File: config.mk
export PLATFORM = sky130hd
export DESIGN_NAME = rv32i_mem_access
export DESIGN_NICKNAME = d
export VERILOG_FILES = /design/src/rtl/rv32i_pkg.sv /design/src/rtl/rv32i_load_align.sv /design/src/rtl/rv32i_mem_access.sv
export SDC_FILE = /design/constraint.sdc
export NUM_CORES = 1
export LEC_CHECK = 0
export CAP_MARGIN = 5
export CORE_AREA = 5 5 188 190
export CTS_CLUSTER_SIZE = 24
export DETAILED_ROUTE_END_ITERATION = 10
export DIE_AREA = 0 0 193 195
export HOLD_SLACK_MARGIN = 0.05
export SYNTH_ARGS = -nofsm -noshare
export SYNTH_HDL_FRONTEND = slang
export SYNTH_SLANG_ARGS = --single-unit
File: constraint.sdc
create_clock -name clk -period 5.8 [get_ports clk]
set_input_delay 0.58 -clock clk [delete_from_list [all_inputs] [get_ports clk]]
set_output_delay 0.58 -clock clk [all_outputs]
set_load 0.02 [all_outputs]
File: src/rtl/rv32i_pkg.sv
// Shared types, opcode constants and lane helpers for the rv32i memory-access stage.
package rv32i_pkg;

  localparam int unsigned XLEN = 32;

  localparam logic [6:0] OPC_LOAD  = 7'b0000011;
  localparam logic [6:0] OPC_STORE = 7'b0100011;

  typedef enum logic [1:0] {
    WIDTH_B = 2'd0,
    WIDTH_H = 2'd1,
    WIDTH_W = 2'd2
  } width_e;

  typedef enum logic [1:0] {
    ST_IDLE    = 2'd0,
    ST_RD_WAIT = 2'd1,
    ST_IO_WAIT = 2'd2
  } state_e;

  typedef struct packed {
    logic [1:0] lane;
    width_e     width;
    logic       is_unsigned;
  } ld_info_t;

  function automatic logic [3:0] byte_enable(input width_e w, input logic [1:0] a);
    case (w)
      WIDTH_B: byte_enable = 4'b0001 << a;
      WIDTH_H: byte_enable = 4'b0011 << a;
      default: byte_enable = 4'b1111;
    endcase
  endfunction

  function automatic logic misaligned(input width_e w, input logic [1:0] a);
    case (w)
      WIDTH_B: misaligned = 1'b0;
      WIDTH_H: misaligned = a[0];
      default: misaligned = (a != 2'b00);
    endcase
  endfunction

  function automatic logic [XLEN-1:0] store_lanes(input width_e w, input logic [XLEN-1:0] d);
    case (w)
      WIDTH_B: store_lanes = {4{d[7:0]}};
      WIDTH_H: store_lanes = {2{d[15:0]}};
      default: store_lanes = d;
    endcase
  endfunction

endpackage

File: src/rtl/rv32i_load_align.sv
// Load lane select plus sign/zero extension, shared by the RAM and IO return paths.
module rv32i_load_align
  import rv32i_pkg::*;
(
  input  logic [XLEN-1:0] data,
  input  ld_info_t        info,
  output logic [XLEN-1:0] result_c
);

  logic [7:0]  lane_b;
  logic [15:0] lane_h;

  always_comb begin
    case (info.lane)
      2'd0:    lane_b = data[7:0];
      2'd1:    lane_b = data[15:8];
      2'd2:    lane_b = data[23:16];
      default: lane_b = data[31:24];
    endcase
    lane_h = info.lane[1] ? data[31:16] : data[15:0];
    case (info.width)
      WIDTH_B: result_c = {{24{lane_b[7] & ~info.is_unsigned}}, lane_b};
      WIDTH_H: result_c = {{16{lane_h[15] & ~info.is_unsigned}}, lane_h};
      default: result_c = data;
    endcase
  end

endmodule

File: src/rtl/rv32i_mem_access.sv
// rv32i memory-access stage: RAM port, IO req/ack bus, load alignment and upstream stall.
// Optional IO abort watchdog (io_timeout_out) under RV32I_IO_TIMEOUT_EN.
module rv32i_mem_access
  import rv32i_pkg::*;
#(
  parameter int unsigned IO_TIMEOUT_CYCLES = 16
) (
  input  logic        clk,
  input  logic        reset,
  input  logic [31:0] alu_in,
  input  logic [31:0] rs2_data_in,
  input  logic [31:0] iw_in,
  input  logic [31:0] pc_in,
  input  logic        wb_en_in,
  input  logic [4:0]  wb_reg_in,
  input  logic [1:0]  width_in,
  input  logic        io_en_in,
  input  logic        mem_en_in,
  output logic [31:0] ram_addr,
  output logic [31:0] ram_wdata,
  output logic [3:0]  ram_be,
  output logic        ram_we,
  input  logic [31:0] ram_rdata,
  output logic [31:0] io_addr,
  output logic [31:0] io_wdata,
  output logic [3:0]  io_be,
  output logic        io_we,
  output logic        io_req,
  input  logic        io_ack,
  input  logic [31:0] io_rdata,
  output logic        stall_out,
  output logic [31:0] wb_data_out,
  output logic        wb_en_out,
  output logic [4:0]  wb_reg_out,
  output logic [31:0] iw_out,
  output logic [31:0] pc_out,
  output logic        misalign_out,
  output logic        df_mem_enable,
  output logic [4:0]  df_mem_reg,
`ifdef RV32I_IO_TIMEOUT_EN
  output logic        io_timeout_out,
`endif
  output logic [31:0] df_mem_data
);

  state_e      state, state_next;
  width_e      acc_width;
  logic        is_load, is_store, mem_op, use_io, use_ram, bad_align;
  logic [3:0]  be;
  logic [31:0] st_data;
  ld_info_t    ld_info;
  logic [31:0] align_src, align_c;
  logic        retire, io_start, io_done, misalign_next, wb_en_next;
  logic [31:0] wb_data_next;
`ifdef RV32I_IO_TIMEOUT_EN
  logic [7:0]  io_cnt;
  logic        timeout_next;
`endif

  // Decode; IO space takes priority when both selects are set.
  assign acc_width = width_e'(width_in);
  assign is_load   = (iw_in[6:0] == OPC_LOAD);
  assign is_store  = (iw_in[6:0] == OPC_STORE);
  assign mem_op    = is_load | is_store;
  assign use_io    = mem_op & io_en_in;
  assign use_ram   = mem_op & mem_en_in & ~io_en_in;
  assign bad_align = (use_io | use_ram) & misaligned(acc_width, alu_in[1:0]);
  assign be        = byte_enable(acc_width, alu_in[1:0]);
  assign st_data   = store_lanes(acc_width, rs2_data_in);

  assign ram_addr  = {2'b00, alu_in[31:2]};
  assign ram_be    = be;
  assign ram_wdata = st_data;

  assign align_src = (state == ST_RD_WAIT) ? ram_rdata : io_rdata;

  rv32i_load_align u_align (
    .data     (align_src),
    .info     (ld_info),
    .result_c (align_c)
  );

  always_ff @(posedge clk) begin
    if (reset) state <= ST_IDLE;
    else       state <= state_next;
  end

  always_comb begin
    state_next    = state;
    stall_out     = 1'b0;
    ram_we        = 1'b0;
    retire        = 1'b0;
    io_start      = 1'b0;
    io_done       = 1'b0;
    misalign_next = 1'b0;
    wb_en_next    = wb_en_in & ~is_store;
    wb_data_next  = alu_in;
`ifdef RV32I_IO_TIMEOUT_EN
    timeout_next  = 1'b0;
`endif
    case (state)
      ST_IDLE: begin
        if (bad_align) begin
          retire        = 1'b1;
          wb_en_next    = 1'b0;
          misalign_next = 1'b1;
        end else if (use_io) begin
          io_start   = 1'b1;
          stall_out  = 1'b1;
          state_next = ST_IO_WAIT;
        end else if (use_ram && is_load) begin
          stall_out  = 1'b1;
          state_next = ST_RD_WAIT;
        end else begin
          retire = 1'b1;
          ram_we = use_ram & is_store;
        end
      end
      ST_RD_WAIT: begin
        retire       = 1'b1;
        wb_data_next = align_c;
        state_next   = ST_IDLE;
      end
      ST_IO_WAIT: begin
        stall_out = 1'b1;
        if (io_ack) begin
          stall_out  = 1'b0;
          retire     = 1'b1;
          io_done    = 1'b1;
          state_next = ST_IDLE;
          if (is_load) wb_data_next = align_c;
        end
`ifdef RV32I_IO_TIMEOUT_EN
        else if (io_cnt == 8'(IO_TIMEOUT_CYCLES - 1)) begin
          stall_out    = 1'b0;
          retire       = 1'b1;
          io_done      = 1'b1;
          state_next   = ST_IDLE;
          wb_data_next = '1;
          wb_en_next   = 1'b0;
          timeout_next = 1'b1;
        end
`endif
      end
      default: state_next = ST_IDLE;
    endcase
    if (reset) begin
      stall_out = 1'b0;
      ram_we    = 1'b0;
    end
  end

  // Registered writeback fields hold during stalls; writeback is suppressed until retire.
  always_ff @(posedge clk) begin
    if (reset) begin
      wb_data_out  <= '0;
      wb_en_out    <= 1'b0;
      wb_reg_out   <= '0;
      iw_out       <= '0;
      pc_out       <= '0;
      misalign_out <= 1'b0;
      ld_info      <= '0;
      io_addr      <= '0;
      io_wdata     <= '0;
      io_be        <= '0;
      io_we        <= 1'b0;
      io_req       <= 1'b0;
    end else begin
      misalign_out <= misalign_next;
      if (retire) begin
        wb_data_out <= wb_data_next;
        wb_en_out   <= wb_en_next;
        wb_reg_out  <= wb_reg_in;
        iw_out      <= iw_in;
        pc_out      <= pc_in;
      end else begin
        wb_en_out <= 1'b0;
      end
      if (state == ST_IDLE) begin
        ld_info <= '{lane: alu_in[1:0], width: acc_width, is_unsigned: iw_in[14]};
      end
      if (io_start) begin
        io_addr  <= alu_in;
        io_wdata <= st_data;
        io_be    <= be;
        io_we    <= is_store;
        io_req   <= 1'b1;
      end else if (io_done) begin
        io_we  <= 1'b0;
        io_req <= 1'b0;
      end
    end
  end

`ifdef RV32I_IO_TIMEOUT_EN
  // Watchdog counts IO_WAIT cycles from zero on every new request.
  always_ff @(posedge clk) begin
    if (reset) begin
      io_cnt         <= '0;
      io_timeout_out <= 1'b0;
    end else begin
      io_timeout_out <= timeout_next;
      io_cnt         <= (state == ST_IO_WAIT) ? io_cnt + 8'd1 : 8'd0;
    end
  end
`endif

  assign df_mem_enable = wb_en_out;
  assign df_mem_reg    = wb_reg_out;
  assign df_mem_data   = wb_data_out;

endmodule

==> results_dict.tcl, run 1 <==
set metrics [dict create \
    status "complete, no violations" \
    synth-async-reset-ratio_pct 0 \
    drc 0 \
    register_area_um2 3600 \
    port_buffers 483 \
    place_area_um2 13200 \
    die_h_um 195 \
    synth_area_per_cell_um2 8.16 \
    htreeDepth 4 \
    totalNegativeSetupSlack_ns 0 \
    multi_input_area_um2 4120 \
    cp.required_ns 5.22 \
    syn_inst 1065 \
    yosysUniqueCellTypes 52 \
    initial_core_util_pct 26.1 \
    utilization_pct 41.5 \
    layout_setup_ws_ns 2.07 \
    yosysSeqAreaShare_pct 41.5 \
    power_mw 3.54 \
    setup.worst_path.end_class "primary output" \
    grt_pass1_wl_um 54800 \
    rsz0062_at_grt "false" \
    num_antenna_cells 0 \
    fmax_ghz 0.268 \
    cts_buffer_depth 2 \
    drt-total-wl_um 37600 \
    synth_top_area_share_pct 41.5 \
    fin_area_um2 13800 \
    synth-seq-cells 180 \
    ir_worst_vdd_mv 0.181 \
    die_w_um 193 \
    cp_max_fo 5 \
    grt_overflow 0 \
    place_inst 1852 \
    fin_skew_ns 0.00877 \
    layout_common_cells "482 x clkdlybuf4s50_1, 265 x nand2_1, 180 x dfxtp_1" \
    maxCapViolCount 0 \
    slew_viol_final 0 \
    yosys_warnings 0 \
    hold_violations 0 \
    cts_made_buffers 17 \
    synthFlopType "dfxtp_1" \
    tightest_slew_ns 1.31 \
    cts.sinks 180 \
    grt_max_degree 101 \
    cts_setup_buffers 0 \
    min_path_type "reg -> reg" \
    nets 1632 \
    row_count 67 \
    drive_gt1_share_pct 8.01 \
    synth.area.top_cells "dfxtp_1 41%, nand2_1 11%, a21oi_1 7.7%" \
    syn_area_um2 8690 \
    synth_edf_count 0 \
    clkLatencyLatePin_ns 0.44 \
    startpoint_type "input pin" \
    place_congestion 0.830 \
    cts_resized 0 \
    grt.total_usage_pct 19.0 \
    place_ws_ns 2.06 \
    synth_top_area_cell "dfxtp_1" \
    area_growth_pct 59.2 \
    ios 486 \
    root_buffer "clkbuf_16" \
    fin_crit_sh_pct 64.3 \
    power_density_nw_per_um2 256 \
    setup_viol 0 \
    critPathArrivalTime_ns 3.15 \
    clkTransAtPathRegs_ns 0.07 \
    vias 8779 \
    drt-initial-drc-count 444 \
    dieArea_um2 37600 \
    relSlewSlack_pct 12.4 \
    min_period_ns 3.73 \
    routed_via_density 4.66 \
    ctsHoldBuffers 0 \
    p_leak_nw 5.02 \
    dp_hpwl_um 28300 \
    ant_nets 0 \
    cts_tree "built" \
    final_cell_count_no_fill 1884 \
    grt_pass1_vias 8723 \
    antenna_found_initial 0 \
    layout_commonest_cell "clkdlybuf4s50_1" \
    design.core.area_um2 33300 \
    wl_per_cell_um 20.0 \
    nFillCells 3361 \
    drtPass1Iterations 6 \
    critPathKind "in -> out" \
    holdWs_ns 0.453 \
]
layer usage:
layer | wire [µm] | track usage, %
met3 | 3210 | 5.93
met1 | 14900 | 22.2
met5 | 0 | 0
met4 | 711 | 5.32
met2 | 18800 | 33.5
cell type report:
cell class,count,area share (%)
Multi-Input combinational cell,721,29.8
Inverter,8,0.217
Tap cell,448,4.05
Sequential cell,180,26.1
Timing Repair Buffer,495,35.6
Clock buffer,20,3.38
Clock inverter,12,0.860
Yosys cell counts (all sizes together) (3+ instances only):
master and n:
nand4 7, nand3 5, mux2i 32, a21oi 133, mux4 8, nor3b 3
clkbuf 48, nor2b 3, nor3 27, a221oi 7, nor2 84, o21a 4
inv 8, o21ai 28, buf 109, mux2 30, nand2b 5, ha 4
a211oi 25, o2111ai 3, nand2 266, dfxtp 180, o211ai 8, a22oi 14
report_power, final:
group,internal (mW),switching (mW),leakage (nW)
clock network,0.635,0.541,0.286
registers,1.31,0.0561,1.48
logic,0.472,0.525,3.25
worst max-delay path: stages:
cell	delay (ns)
clkdlybuf4s50_1	0.42
nand4bb_2	0.40
or2_1	0.38
or3_1	0.35
nor4_1	0.32
clkdlybuf4s50_1	0.70
cell families (layout without fill, tap and decap cells):
| family | after synthesis | in the layout | share of synthesized area, % |
|---|---|---|---|
| multiplexers | 70 | 70 | 9.65 |
| flip-flops | 180 | 180 | 41.5 |
| adder cells (fa/ha/maj) | 4 | 4 | 0.576 |
| AO/OA/AOI/OAI | 235 | 235 | 17.5 |
| other | 1 | 2 | 0.0432 |
| buffers and inverters | 165 | 535 | 11.5 |
| AND/OR/NAND/NOR | 410 | 410 | 19.3 |
path summary, 6_finish.rpt:
kind,from,end,slack (ns),cells after the start
worst min register to register,io_wdata[24]$_SDFFE_PP0P_,io_wdata[24]$_SDFFE_PP0P_,0.45,2
worst max register to register,state[1]$_SDFFE_PP0P_,df_mem_data[31]$_SDFFE_PP0P_,2.56,9
worst max-delay path,iw_in[3],ram_we,2.07,6
worst min-delay path,io_wdata[24]$_SDFFE_PP0P_,io_wdata[24]$_SDFFE_PP0P_,0.45,2
No activity file was read; power rests on OpenSTA's default activity.
==> run 2: changes to the inputs <==
- CORE_AREA: 5 5 188 190 -> 5 5 184 186
- DIE_AREA: 0 0 193 195 -> 0 0 189 191
- clock period: 5.8 -> 3.4 ns (I/O delays scaled with it)
==> results_dict.tcl, run 2 (synthesis gave the netlist of run 1 again) <==
set metrics [dict create \
    register_area_um2 3600 \
    setup_viol 0 \
    ios 486 \
    grt_pass1_wl_um 54400 \
    vias 8776 \
    path_common_cell "clkdlybuf4s50_1" \
    worst-path-stages 7 \
    power_density_nw_per_um2 449 \
    layout_common_cells "482 x clkdlybuf4s50_1, 265 x nand2_1, 180 x dfxtp_1" \
    r2r_cells 8 \
    drt-total-wl_um 37500 \
    cts_setup_buffers 0 \
    layout_commonest_cell "clkdlybuf4s50_1" \
    min_period_ns 3.28 \
    htreeDepth 4 \
    min-delay-start "reset" \
    r2r_start "state[1]$_SDFFE_PP0P_" \
    design.core.area_um2 32100 \
    min_path_type "in -> reg" \
    cts_resized 0 \
    cp.required_ns 3.06 \
    multi_input_area_um2 4120 \
    worst-path-buf-inv 2 \
    slew_viol_final 0 \
    nets 1645 \
    relSlewSlack_pct 20.5 \
    ctsHoldBuffers 0 \
    initial_core_util_pct 27.0 \
    routed_via_density 4.73 \
    rsz0062_at_grt "false" \
    drt-initial-drc-count 406 \
    grt_max_degree 95 \
    fin_crit_sh_pct 96.4 \
    drive_gt1_share_pct 8.76 \
    status "complete, no violations" \
    dieArea_um2 36100 \
    totalNegativeSetupSlack_ns 0 \
    final_cell_count_no_fill 1857 \
    cp_max_fo 5 \
    maxCapViolCount 0 \
    die_w_um 189 \
    r2r-end "df_mem_data[18]$_SDFFE_PP0P_" \
    area_growth_pct 61.0 \
    critPathArrivalTime_ns 2.94 \
    grt.total_usage_pct 19.7 \
    drc 0 \
    place_inst 1825 \
    power_mw 6.27 \
    path_cells "clkdlybuf4s50_1, nand4bb_2, or2_1, or3_1, o21a_1, nor2_1, clkdlybuf4s50_1" \
    ant_nets 0 \
    drtPass1Iterations 5 \
    p_leak_nw 5.12 \
    nFillCells 3245 \
    setup.worst_path.end_class "primary output" \
    cp_top_family "simple AND/OR/NAND/NOR gates" \
    tightest_slew_ns 1.19 \
    clkTransAtPathRegs_ns 0.07 \
    die_h_um 191 \
    num_antenna_cells 0 \
    crit_slowest_cell "clkdlybuf4s50_1" \
    r2r_slack_ns 0.67 \
    ir_worst_vdd_mv 0.299 \
    grt_overflow 0 \
    cts_tree "built" \
    hold_violations 0 \
    place_congestion 0.828 \
    row_count 66 \
    wl_per_cell_um 20.2 \
    antenna_found_initial 0 \
    worstSetupStartpoint "iw_in[3]" \
    clkLatencyLatePin_ns 0.45 \
    fin_skew_ns 0.0108 \
    cts.sinks 180 \
    root_buffer "clkbuf_16" \
    startpoint_type "input pin" \
    dp_hpwl_um 28400 \
    slowest_delay_ns 0.66 \
    grt_pass1_vias 8711 \
    cp-endpoint "stall_out" \
    port_buffers 483 \
    cts_buffer_depth 2 \
    cts_made_buffers 17 \
    critPathKind "in -> out" \
    fmax_ghz 0.305 \
]
-- run 2: changes by cell type in the layout (fill, tap and decap cells not counted) --
cell       change
clkinv_4       -1
clkbuf_8       -1
buf_12         +4
bufinv_16      +3
clkinv_2       -2
buf_4          +9
clkbuf_1       +1
-- run 2: worst min-delay path by stage --
| stage | to | slack [ns] | cells after the start |
|---|---|---|---|
| global route | misalign_out$_SDFF_PP0_ | 0.40 | 2 |
| CTS | misalign_out$_SDFF_PP0_ | 0.37 | 2 |
| detailed placement | pc_out[8]$_SDFFE_PP0P_ | 0.45 | 2 |
| floorplan | io_wdata[0]$_SDFFE_PP0P_ | 0.48 | 2 |
| global placement | iw_out[28]$_SDFFE_PP0P_ | 0.44 | 2 |
| finish | misalign_out$_SDFF_PP0_ | 0.34 | 2 |
-- run 2: worst reg2reg max path, delay by kind of cell (launching register included) --
family / cells / cell delay [ns]
AO/OA/AOI/OAI: 3 / 0.62
adder cells (fa/ha/maj): 1 / 0.31
buffers and inverters: 2 / 0.41
flip-flops: 1 / 0.34
multiplexers: 2 / 0.89
-- run 2: stage by stage --
step	setup WS (ns)	util [%]	hold WS, ns	instance area, µm²
final	0.123	43.5	0.339	14000
after global routing	0.0365	43.5	0.397	14000
after CTS	0.104	43.5	0.365	14000
after detailed placement	0.129	41.5	0.445	13300
after global placement	0.141	41.5	0.441	13300
after floorplan	1.09	-	0.476	8690
-- run 2: power breakdown --
part / internal [mW] / switching, mW
logic: 0.832 / 0.903
registers: 2.23 / 0.0986
clock network: 1.29 / 0.920
total: 4.35 / 1.92
-- run 2: layout make-up --
cell class / instances / share of cell area [%]
flip-flops and latches: 180 / 25.8
inverters: 8 / 0.215
multi-input cells: 721 / 29.5
clock buffers: 20 / 3.27
repair buffers: 508 / 36.3
well taps: 408 / 3.65
clock inverters: 12 / 1.36
-- run 2: metal layers --
layer,GRT usage [%],wire length [µm],up-vias
li1,-,-,4274
met1,23.2,15400,4117
met2,34.3,18600,347
met3,6.08,2820,38
met4,5.97,676,0
met5,0,0,-
